File: src/rtl/seq_divider_pkg.sv
// rtl/seq_divider_pkg.sv - shared types and sizing for the sequential divider
//
// Purpose: FSM state encoding, operand width and iteration-counter width
//          shared by the divider top, its step unit and its bus interface.
// Ports:   none (package).

package divider_pkg;

  // Operand width: divisor/quotient/remainder are DIV_N bits, dividend 2*DIV_N.
  localparam int DIV_N = 64;

  // Counter must hold the value N itself, hence N+1 distinct values.
  localparam int CNT_W = $clog2(DIV_N + 1);

  typedef enum logic [1:0] {
    IDLE = 2'd0,
    BUSY = 2'd1,
    DONE = 2'd2
  } div_state_e;

endpackage

File: src/rtl/seq_divider_if.sv
// rtl/seq_divider_if.sv - operand/result handshake bundle for the divider
//
// Purpose: groups the input (operand) and output (result) valid/ready
//          channels of seq_divider.
// Ports:   master - operand source / result sink side
//          slave  - divider side
//          in_valid/in_ready/dividend/divisor : operand channel
//          out_valid/out_ready/quotient/remainder/div_by_zero/overflow : result

interface seq_divider_if #(
  parameter int N = divider_pkg::DIV_N
);

  logic           in_valid;
  logic           in_ready;
  logic [2*N-1:0] dividend;
  logic [N-1:0]   divisor;
  logic           out_valid;
  logic           out_ready;
  logic [N-1:0]   quotient;
  logic [N-1:0]   remainder;
  logic           div_by_zero;
  logic           overflow;

  modport master (
    output in_valid, dividend, divisor, out_ready,
    input  in_ready, out_valid, quotient, remainder, div_by_zero, overflow
  );

  modport slave (
    input  in_valid, dividend, divisor, out_ready,
    output in_ready, out_valid, quotient, remainder, div_by_zero, overflow
  );

endinterface

File: src/rtl/seq_divider_div_step.sv
// rtl/seq_divider_div_step.sv - one combinational restoring-division step
//
// Purpose: shifts the next dividend bit into the partial remainder and
//          subtracts the divisor when it fits.
// Ports:   r_in    in  N+1  partial remainder (always < divisor)
//          bit_in  in  1    next dividend bit, MSB first
//          divisor in  N    divisor
//          r_out   out N+1  updated partial remainder
//          q_bit   out 1    quotient bit produced by this step

module div_step
  import divider_pkg::*;
#(
  parameter int N = DIV_N
) (
  input  logic [N:0]   r_in,
  input  logic         bit_in,
  input  logic [N-1:0] divisor,
  output logic [N:0]   r_out,
  output logic         q_bit
);

  // Two bits of headroom: the shifted remainder needs N+1 bits and the sign
  // of the trial subtraction lands in the extra top bit, so the compare is
  // never truncated.
  logic [N+1:0] t;
  logic [N+1:0] diff;

  assign t     = {r_in, bit_in};
  assign diff  = t - {2'b00, divisor};
  assign q_bit = ~diff[N+1];
  assign r_out = q_bit ? diff[N:0] : t[N:0];

endmodule

File: src/rtl/seq_divider.sv
// rtl/seq_divider.sv - iterative 2N-by-N unsigned divider, one quotient bit per clock
//
// Purpose: restoring division of a 2N-bit dividend by an N-bit divisor with
//          valid/ready handshakes; zero divisor and quotient overflow are
//          detected up front and answered in one cycle.
// Ports:   clk    in  1   rising-edge clock
//          rst_n  in  1   asynchronous active-low reset
//          bus    slave   operand/result channels (see seq_divider_if)

module seq_divider
  import divider_pkg::*;
(
  input  logic          clk,
  input  logic          rst_n,
  seq_divider_if.slave  bus
);

  localparam int N = DIV_N;

  div_state_e      state_q, state_d;
  logic [N:0]      r_q;
  logic [N-1:0]    q_q;
  logic [N-1:0]    dvs_q;
  logic [CNT_W-1:0] cnt_q;
  logic            dz_q;
  logic            ov_q;

  logic            dz_in;
  logic            ov_in;
  logic [N:0]      r_step;
  logic            bit_step;

  // Classification of the offered operands; only acted on in IDLE.
  assign dz_in = (bus.divisor == '0);
  assign ov_in = !dz_in && (bus.dividend[2*N-1:N] >= bus.divisor);

  // Q doubles as the dividend low-half shifter: its MSB feeds the step while
  // quotient bits enter at the LSB.
  div_step #(.N(N)) u_step (
    .r_in    (r_q),
    .bit_in  (q_q[N-1]),
    .divisor (dvs_q),
    .r_out   (r_step),
    .q_bit   (bit_step)
  );

  always_ff @(posedge clk or negedge rst_n) begin
    if (!rst_n) begin
      state_q <= IDLE;
    end else begin
      state_q <= state_d;
    end
  end

  always_comb begin
    state_d       = state_q;
    bus.in_ready  = 1'b0;
    bus.out_valid = 1'b0;
    case (state_q)
      IDLE: begin
        bus.in_ready = 1'b1;
        if (bus.in_valid) begin
          state_d = (dz_in || ov_in) ? DONE : BUSY;
        end
      end
      BUSY: begin
        if (cnt_q == CNT_W'(1)) begin
          state_d = DONE;
        end
      end
      DONE: begin
        bus.out_valid = 1'b1;
        if (bus.out_ready) begin
          state_d = IDLE;
        end
      end
      default: state_d = IDLE;
    endcase
  end

  always_ff @(posedge clk or negedge rst_n) begin
    if (!rst_n) begin
      r_q   <= '0;
      q_q   <= '0;
      dvs_q <= '0;
      cnt_q <= '0;
      dz_q  <= 1'b0;
      ov_q  <= 1'b0;
    end else begin
      case (state_q)
        IDLE: begin
          if (bus.in_valid) begin
            dvs_q <= bus.divisor;
            if (dz_in) begin
              q_q   <= '1;
              r_q   <= {1'b0, bus.dividend[N-1:0]};
              cnt_q <= '0;
              dz_q  <= 1'b1;
              ov_q  <= 1'b0;
            end else if (ov_in) begin
              q_q   <= '1;
              r_q   <= '0;
              cnt_q <= '0;
              dz_q  <= 1'b0;
              ov_q  <= 1'b1;
            end else begin
              q_q   <= bus.dividend[N-1:0];
              r_q   <= {1'b0, bus.dividend[2*N-1:N]};
              cnt_q <= CNT_W'(N);
              dz_q  <= 1'b0;
              ov_q  <= 1'b0;
            end
          end
        end
        BUSY: begin
          r_q   <= r_step;
          q_q   <= {q_q[N-2:0], bit_step};
          cnt_q <= cnt_q - CNT_W'(1);
        end
        default: ;
      endcase
    end
  end

  // Result registers are the working registers; they are only meaningful
  // while out_valid is high and hold still in DONE.
  assign bus.quotient    = q_q;
  assign bus.remainder   = r_q[N-1:0];
  assign bus.div_by_zero = dz_q;
  assign bus.overflow    = ov_q;

endmodule
File: src/flat_wrapper.sv
// flat-port wrapper written by rule: the top's interface ports become plain ports
module seq_divider_flat import divider_pkg::*;
  (clk, rst_n, bus_in_valid, bus_dividend, bus_divisor, bus_out_ready, bus_in_ready, bus_out_valid, bus_quotient, bus_remainder, bus_div_by_zero, bus_overflow);
  seq_divider_if bus_i ();
  input  logic clk;
  input  logic rst_n;
  input wire logic [$bits(bus_i.in_valid)-1:0] bus_in_valid;
  input wire logic [$bits(bus_i.dividend)-1:0] bus_dividend;
  input wire logic [$bits(bus_i.divisor)-1:0] bus_divisor;
  input wire logic [$bits(bus_i.out_ready)-1:0] bus_out_ready;
  output wire logic [$bits(bus_i.in_ready)-1:0] bus_in_ready;
  output wire logic [$bits(bus_i.out_valid)-1:0] bus_out_valid;
  output wire logic [$bits(bus_i.quotient)-1:0] bus_quotient;
  output wire logic [$bits(bus_i.remainder)-1:0] bus_remainder;
  output wire logic [$bits(bus_i.div_by_zero)-1:0] bus_div_by_zero;
  output wire logic [$bits(bus_i.overflow)-1:0] bus_overflow;
  assign bus_i.in_valid = bus_in_valid;
  assign bus_i.dividend = bus_dividend;
  assign bus_i.divisor = bus_divisor;
  assign bus_i.out_ready = bus_out_ready;
  assign bus_in_ready = bus_i.in_ready;
  assign bus_out_valid = bus_i.out_valid;
  assign bus_quotient = bus_i.quotient;
  assign bus_remainder = bus_i.remainder;
  assign bus_div_by_zero = bus_i.div_by_zero;
  assign bus_overflow = bus_i.overflow;
  seq_divider u_core (.clk(clk), .rst_n(rst_n), .bus(bus_i));
endmodule
File: config.mk
export PLATFORM = sky130hd
export DESIGN_NAME = seq_divider_flat
export DESIGN_NICKNAME = d
export VERILOG_FILES = /design/src/rtl/seq_divider_pkg.sv /design/src/rtl/seq_divider_if.sv /design/src/rtl/seq_divider_div_step.sv /design/src/rtl/seq_divider.sv /design/src/flat_wrapper.sv
export SDC_FILE = /design/constraint.sdc
export NUM_CORES = 1
export LEC_CHECK = 0
export ABC_AREA = 0
export CAP_MARGIN = 20
export CORE_MARGIN = 2
export CORE_UTILIZATION = 45
export DETAILED_ROUTE_END_ITERATION = 8
export GPL_TIMING_DRIVEN = 0
export PLACE_DENSITY_LB_ADDON = 0.08
export SLEW_MARGIN = 30
export SYNTH_ARGS = -nofsm -noshare
export SYNTH_HDL_FRONTEND = slang
export SYNTH_SLANG_ARGS = --single-unit
File: constraint.sdc
create_clock -name clk -period 5.7 [get_ports clk]
set_input_delay 1.14 -clock clk [delete_from_list [all_inputs] [get_ports clk]]
set_output_delay 1.14 -clock clk [all_outputs]
set_load 0.03 [all_outputs]
Word level (Yosys, flattened, before mapping)
Index checks and enable logic that the tools add are counted.
{"block": "op_classes", "magnitude_cmp": 1, "reduce_logical": 9, "n_addsub": 2, "mux": 23, "bitwise": 1, "n_eq_ne": 6}
{"cell": "$mux W64", "count": 4}
{"cell": "$mux W65", "count": 3}
{"cell": "$pmux W65 S2", "count": 1}
{"cell": "$pmux W64 S2", "count": 1}
{"cell": "$sub A66 B64 Y66", "count": 1}
{"cell": "$ge A64 B64 Y1", "count": 1}
{"cell": "$logic_not A64 Y1", "count": 1}
{"cell": "$mux W7", "count": 3}
{"cell": "$pmux W7 S2", "count": 1}
{"cell": "$mux W2", "count": 4}
{"cell": "$eq A7 B1 Y1 const B", "count": 1}
{"cell": "$sub A7 B1 Y7 const B", "count": 1}
{"cell": "$pmux W2 S3", "count": 1}
{"cell": "$mux W1", "count": 5}
{"cell": "$ne A2 B2 Y1 const B", "count": 2}
{"cell": "$reduce_and A2 Y1", "count": 2}
{"cell": "$reduce_and A3 Y1", "count": 1}
{"cell": "$eq A2 B1 Y1 const B", "count": 1}
{"cell": "$eq A2 B2 Y1 const B", "count": 1}
{"cell": "$logic_not A2 Y1", "count": 1}
{"cell": "$ne A2 B1 Y1 const B", "count": 1}
{"cell": "$reduce_bool A2 Y1", "count": 1}
{"cell": "$logic_and A1 B1 Y1", "count": 1}
{"cell": "$logic_not A1 Y1", "count": 1}
{"cell": "other kinds (2)", "count": 2}
{"block": "totals", "input_bits": 196, "elab_cells": 49, "regBits": 204, "output_inout_bits": 132}

Longest topological paths before layout
{"block": "depth", "ltp_word": 7, "mapped_depth": 15, "depth_no_buf": 14}

Hierarchy
A second synthesis with hierarchy kept.
{"block": "unflattened", "cells_unflattened": 2131, "hier_area_um2": 17409.2}
{"mod": "seq_divider", "cells_each": 1332, "seq_area_each_um2": 5104.9, "instances": 1, "area_per_inst_um2": 12512.0}
{"mod": "div_step", "cells_each": 799, "seq_area_each_um2": 0.0, "instances": 1, "area_per_inst_um2": 4897.2}

Worst setup path after synthesis
OpenSTA, ideal clock, no wires.
{"block": "synth_timing", "path_kind": "input to register", "startpoint": "input port bus_divisor[9]", "endpoint": "register u_core.r_q[43]", "required_time_ns": 5.617, "cell_stages": 13, "n_path_buf": 2, "t_arrival_ns": 3.573, "setup_time_ns": 0.083, "slack_ns": 2.044, "cell_sequence": "inv_1 -> ha_1 -> a21o_1 -> a211o_1 -> a31oi_1 -> nor4b_1 -> a221oi_1 -> o211ai_1 -> nor2_1 -> buf_2 -> buf_2 -> a221oi_1 -> o22ai_1"}
{"block": "synth_via", "elab_chain_cells": 7, "word_cells_on_any_way": 8, "cone_classes": "order compare (1); mux (4); reduce/logical (3)"}
{"item": "start: declaration", "line": "flat_wrapper.sv:9", "source": "input wire logic [$bits(bus_i.divisor)-1:0] bus_divisor;"}
{"item": "branches (longest 4 deep; another with $ge A64 B64 Y1)"}
{"item": "$mux W65 (*)", "line": "seq_divider.sv:94", "source": "if (dz_in) begin"}
{"item": "$mux W65 (*)", "line": "seq_divider.sv:92", "source": "if (bus.in_valid) begin"}
{"item": "$pmux W65 S2 (*)", "line": "seq_divider.sv:90", "source": "case (state_q)"}
{"item": "end signal: assignment", "line": "seq_divider.sv:96", "source": "r_q <= {1'b0, bus.dividend[N-1:0]};"}
{"item": "end signal: assignment", "line": "seq_divider.sv:108", "source": "r_q <= {1'b0, bus.dividend[2*N-1:N]};"}
{"item": "end signal: assignment", "line": "seq_divider.sv:116", "source": "r_q <= r_step;"}
{"item": "end: declaration", "line": "seq_divider.sv:21", "source": "logic [N:0] r_q;"}
Every way passes the cells marked *. The select of a mux whose other input is x is not followed.
A chain may end at the register's enable or synchronous reset.

Final worst setup path
{"block": "layout_timing", "startpoint": "input port bus_divisor[31]", "endpoint": "register u_core.r_q[53]"}
Same word-level chain as after synthesis.

==> results.cfg <==
[setup_path]
critPathSlowestCell = nor4b_1
critPathCaptureType = register
path_max_fanout = 10
crit_chain = clkdlybuf4s50_1, inv_1, ha_1, nand4_1, nor4_1, nor4b_1, a221oi_1, o211ai_1, nor2_2, clkbuf_1, a221oi_1, o32a_1, nand3_1
crit_buf_inv = 3
path_class = input port to register
crit_required_ns = 6.15
start_kind = input port
path_common_cell = a221oi_1
critPathArrivalTime_ns = 5.93
crit_family = simple AND/OR/NAND/NOR gates
crit_path_max_incr_delay_ns = 0.67

[run_status]
status = completed

[clocking]
cts_tree = yes
cts_buffers = 26
clock-root-buffer = clkbuf_16
clockBufferDepth = 3
clkLatencyLatePin_ns = 0.59
clock-sinks = 204
clkTransAtPathRegs_ns = 0.06
htree_levels = 1

[min_path]
hp-class = input port to asynchronous set/reset pin

[synthesis]
synth-async-reset-ratio = 1.00
synth_nets = 2309
synth.yosys.seq_area_share = 0.321
ys_dominant_reg_cell = dfrtp_1
ys_seq_elements = 204
synthesis.area_sq_um = 15900
synthCells = 1982
yosys_warnings = 0
postSynthAreaPerCell_sq_um = 8.03
synth-edff-count = 0
yosysUniqueCellTypes = 77

[timing]
whs_ns = 0.476
fmax_mhz = 182
skew_ns = 0.0287
setup-violations-final = 0
fin_ws_ns = 0.216
max-slew-margin-rel = 0.272
finalHoldViolCount = 0
tightest_slew_ns = 1.09
rsz0062_at_grt = false
drv_slew = 0
finalCritPeriodShare = 0.962
finalCriticalPeriod_ns = 5.48

[placement]
place_ws_ns = -0.337
dp_hpwl_um = 54500
gp_congestion = 0.956
portBuffers = 327

[pwr]
p_per_area_nw_per_um2 = 807
power.leakage_nw = 9.17
peakVddDrop_uv = 408

[final_layout]
drive_above_1_share = 0.0653
area.growth.synth_to_final_pct = 29.9
fin_nets = 2666

[die]
coreArea_sq_um = 34700
die_x_um = 192
initial_core_util = 0.459
io_pins = 328
fp.dieH_um = 192
rows = 68
die-area_sq_um = 36900

[routing]
drc_errors = 0
drt-total-wl_um = 68800
drtPass1Iterations = 6
postRouteAntennaNets = 0
drt_first_iter_violations = 1579
wl_per_cell_um = 24.5
vias = 17000
viasPerCell = 6.05

[global_routing]
gr-total-overflow = 0
antenna_found_initial = 0
grt_first_pass_wirelength_um = 102000
grt_pass1_vias = 16600
grt_start_max_net_pins = 83
track_usage = 0.368

[run]
maxCapViolCount = 0
[Yosys cell counts (5+ instances only)]
library cell  number  area share
nand2b_1          11      0.0043
o21bai_1           9      0.0042
nor3_1            20      0.0063
nor2b_1           18      0.0071
a221oi_1          55       0.030
a21oi_1          167       0.053
a31o_2             6      0.0033
ha_1             130        0.10
or2_2              5      0.0020
and3_1            11      0.0043
mux2i_1           38       0.024
buf_4             65       0.031
nor2_1           178       0.042
nor4_1            24      0.0094
nand4_1           34       0.013
xnor2_1           35       0.019
inv_1            155       0.037
and2_1             7      0.0028
buf_2             13      0.0041
o21ai_1            6      0.0019
o21ai_0          185       0.058
a21o_1            59       0.028
dfrtp_1          204        0.32
o22ai_1           55       0.022
a221o_1           12      0.0075
a21boi_0           5      0.0024
o21a_1            10      0.0047
a211oi_1           9      0.0042
o211ai_1          16      0.0075
o31ai_1            8      0.0038
nand3_1           33       0.010
nand2_1          191       0.045
xor2_1            24       0.013
clkbuf_1          82       0.019
buf_1             12      0.0028
a31oi_1           28       0.011
[layer usage]
metal | GRT usage | share of wire | vias up
met4 | 0.142 | 0.041 | 0
li1 | - | - | 7777
met5 | 0 | 0 | -
met1 | 0.516 | 0.43 | 8225
met3 | 0.0789 | 0.093 | 148
met2 | 0.554 | 0.43 | 868
[worst paths after layout]
check,start,endpoint,slack (ns),cells after the start
min reg2reg,u_core.bus.quotient[16]$_DFFE_PN0P_,u_core.bus.quotient[16]$_DFFE_PN0P_,0.51,2
max,bus_divisor[31],u_core.r_q[53]$_DFFE_PN0P_,0.22,13
min,rst_n,u_core.r_q[34]$_DFFE_PN0P_,0.48,1
max reg2reg,u_core.r_q[2]$_DFFE_PN0P_,u_core.r_q[34]$_DFFE_PN0P_,1.29,13
min in group clk,u_core.bus.quotient[16]$_DFFE_PN0P_,u_core.bus.quotient[16]$_DFFE_PN0P_,0.51,2
max in group asynchronous,rst_n,u_core.bus.quotient[63]$_DFFE_PN0P_,4.05,3
[power by group]
part           switching, W  leakage, nW  internal [W]
logic               0.00744         6.29       0.00470
registers          0.000658         2.46       0.00221
clock network      0.000718        0.413      0.000972
[logic make-up (layout without fill, tap and decap cells)]
logic type               Yosys count  after routing  share of synthesized area
AND/OR/NAND/NOR                  548            548                      0.156
flip-flops                       204            204                      0.321
AO/OA/AOI/OAI                    667            667                      0.265
multiplexers                      41             41                     0.0263
adder cells (fa/ha/maj)          131            131                      0.103
XOR/XNOR                          59             59                     0.0325
buffers and inverters            332            709                     0.0966
other                              0              1                          0
[cell usage in the layout (no fill, tap or decap), drive strengths merged, types with 55 or more instances in the layout]
cell / count
clkdlybuf4s50: 326
dfrtp: 204
nand2: 192
o21ai: 191
nor2: 179
a21oi: 167
inv: 155
ha: 130
clkbuf: 125
buf: 97
a21o: 59
o22ai: 56
a221oi: 55
[flip-flops by register name (all words and copies together), names as in the netlist]
signal / count
u_core.bus.quotient: 64
u_core.bus.div_by_zero: 1
u_core.state_q: 2
u_core.dvs_q: 64
u_core.bus.overflow: 1
u_core.cnt_q: 7
u_core.r_q: 65
[what timing repair did]
| action | in CTS | in global routing |
|---|---|---|
| gates resized for setup | 0 | 3 |
| hold buffers | 0 | 0 |
| buffers inserted | 0 | 0 |
| endpoints found under the setup margin | 0 | 46 |
[stage by stage]
step	std cells	area (sq um)	total power, W	setup TNS, ns	util
after global routing	2814	20700	0.0178	0	0.596
final	2815	20700	0.0167	0	0.596
after global placement	2764	19800	0.0146	-1156.22	0.569
after floorplan	1982	15900	0.0109	0	-
after detailed placement	2766	19800	0.0147	-24.14	0.571
after CTS	2814	20700	0.0165	0	0.596
[area by class of cell]
type / count / area, sq um
fill: 3195 / 14000
multi-input combinational: 1446 / 9280
sequential: 204 / 5100
timing repair buffer: 329 / 3330
buffer: 177 / 957
clock buffer: 42 / 771
inverter: 155 / 582
tap: 455 / 569
clock inverter: 6 / 82.6
antenna: 1 / 2.50
[worst register-to-register path, stage by stage, from the launching register on]
cell and delay, ns:
dfrtp_1 0.42, ha_1 0.40, a21o_1 0.21, a21oi_1 0.38, a2111oi_4 0.16, o21bai_2 0.21, a31oi_2 0.15, o211ai_1 0.34
and3_4 0.29, mux2i_1 0.48, nand2_1 0.42, buf_2 0.43, a21oi_1 0.23, o22ai_1 0.12
(Power assumes the default switching activity.)
==> patch, RTL diff (same flow settings) <==
Set the package constant `DIV_N` to 128 (it was 64).
--- a/src/rtl/seq_divider_pkg.sv
+++ b/src/rtl/seq_divider_pkg.sv
@@ -7,7 +7,7 @@
 package divider_pkg;
 
   // Operand width: divisor/quotient/remainder are DIV_N bits, dividend 2*DIV_N.
-  localparam int DIV_N = 64;
+  localparam int DIV_N = 128;
 
   // Counter must hold the value N itself, hence N+1 distinct values.
   localparam int CNT_W = $clog2(DIV_N + 1);
Interface: changed (resized bus_dividend, bus_divisor, bus_quotient and bus_remainder); port bits go from 328 to 648. No check against the original RTL was run, so the function may have changed too.
==> patch against the unedited design <==
The run now ends with negative setup slack left; wire length grew 120%; global-route usage grew 4.0 points; first-iteration DRC count grew 130%; die area grew 96%; maximum frequency shrank 5.7%; cell area grew 99%; clock skew grew 0.0040 ns; sequential cell count grew 193; worst hold slack lost 0.042 ns; setup slack lost 0.33 ns; synthesized area grew 98%.
Power is left out: the tool's default activity adds up to more than one toggle a clock period on the data nets, which glitch-free logic cannot reach.
==> patch: results (changes against the unedited design) <==
Run status -> finished with violations (was finished, final reports clean)
Failing checks -> negative setup slack
Least-Margin Pin Slew -> 1.117 ns (was 1.091 ns)
Number of global-route vias before repair -> 33.24k (was 16.60k)
Met1 Use GR -> 53.04% (was 51.58%)
Synth Area in Compound Gates -> 27.87% (was 26.49%)
Grt met2 use -> 64.06% (was 55.43%)
CP top delay family -> compound AO/OA/AOI/OAI gates (was simple AND/OR/NAND/NOR gates)
Area contributors post-synth -> dfrtp_1 (32%), ha_1 (10%), o21ai_0 (7.3%) (was dfrtp_1 (32%), ha_1 (10%), o21ai_0 (5.8%))
Fill cell count -> 6653 (was 3195)
Top cells by count, synth -> nand2_1 (516), o21ai_0 (457), dfrtp_1 (397), a21oi_1 (302), inv_1 (293) (was dfrtp_1 (204), nand2_1 (191), o21ai_0 (185), nor2_1 (178), a21oi_1 (167))
Clk tree area frac -> 3.936% (was 4.126%)
Mux cell area share after synthesis -> 1.787% (was 2.626%)
Setup violators final -> 21 (was 0)
Placed instance area -> 39500 sq um (was 19820 sq um)
Clk_skew -> 0.03265 ns (was 0.02866 ns)
Htree depth -> 2 (was 1)
Bufs w/o clock -> 1005 (was 506)
CLK BUF -> 73 (was 42)
Register area share after synthesis -> 31.54% (was 32.07%)
FFs & Latches -> 397 (was 204)
Final wirelength -> 152600 um (was 68830 um)
Final Worst Setup Slack -> -0.1184 ns (was 0.2159 ns)
Multi-input gate count -> 2951 (was 1446)
Diodes inserted -> 7 (was 1)
Final #Nets -> 5345 (was 2666)
Routability congestion estimate -> 1.004 (was 0.9561)
WL per Instance -> 26.86 um (was 24.45 um)
WL met3 -> 13630 um (was 6372 um)
Num CTS Buffers -> 50 (was 26)
# Post-CTS Setup Buffers -> 0 (unchanged)
Die area -> 72130 sq um (was 36890 sq um)
Share of layout cells above drive strength 1 -> 7.923% (was 6.528%)
Max reg flops -> 129 (was 65)
Register area -> 9935 sq um (was 5105 sq um)
Worst Path Arrival -> 6.34 ns (was 5.93 ns)
Met3 Use GR -> 9.370% (was 7.893%)
Clk Latency, worst-skew pair -> 0.63 ns (was 0.59 ns)
Tot GR Track Use -> 40.84% (was 36.82%)
WL met1 -> 62300 um (was 29890 um)
Routed wl met2 -> 68410 um (was 29760 um)
Max incr delay on CP -> 0.69 ns (was 0.67 ns)
First-pass GRT wire length -> 217100 um (was 101800 um)
Post-synth net total -> 4633 (was 2309)
Initial antenna violation count -> 10 (was 0)
Synth Area in Adders -> 10.31% (was 10.35%)
Max layer used -> met5 (was met4)
Area Overhead vs Synth -> 30.88% (was 29.93%)
Data buffer area share -> 21.01% (was 20.75%)
Post-DP HPWL -> 122000 um (was 54540 um)
Post-synth cell types -> 83 (was 77)
Vias/cell -> 6.086 (was 6.045)
Port Buf Inserts -> 647 (was 327)
Initial DRC count -> 3607 (was 1579)
Placed cell count -> 5586 (was 2766)
Multi-input logic area -> 18720 sq um (was 9279 sq um)
TNS Setup -> -0.7689 ns (was 0 ns)
## patch: path summary, 6_finish.rpt
| check | startpoint | endpoint | slack [ns] | cells past startpoint |
|---|---|---|---|---|
| max in group asynchronous | rst_n | u_core.bus.quotient[18] | 3.79 | 4 |
| hold reg to reg | u_core.dvs_q[14] | u_core.dvs_q[14] | 0.48 | 2 |
| setup reg to reg | u_core.r_q[91] | u_core.r_q[120] | 0.72 | 14 |
| min in group clk | u_core.dvs_q[14] | u_core.dvs_q[14] | 0.48 | 2 |
| hold / removal | rst_n | u_core.bus.quotient[66] | 0.43 | 1 |
| setup / recovery | bus_divisor[81] | u_core.r_q[21] | -0.12 | 14 |
## patch: per-stage QoR
stage                     hold slack (ns)  setup WS, ns
after global routing               0.4684      0.003675
after global placement             0.4625        -15.06
final                              0.4337       -0.1184
after detailed placement           0.4687        -1.720
after floorplan                    0.4483         1.825
after CTS                          0.4394       0.01568
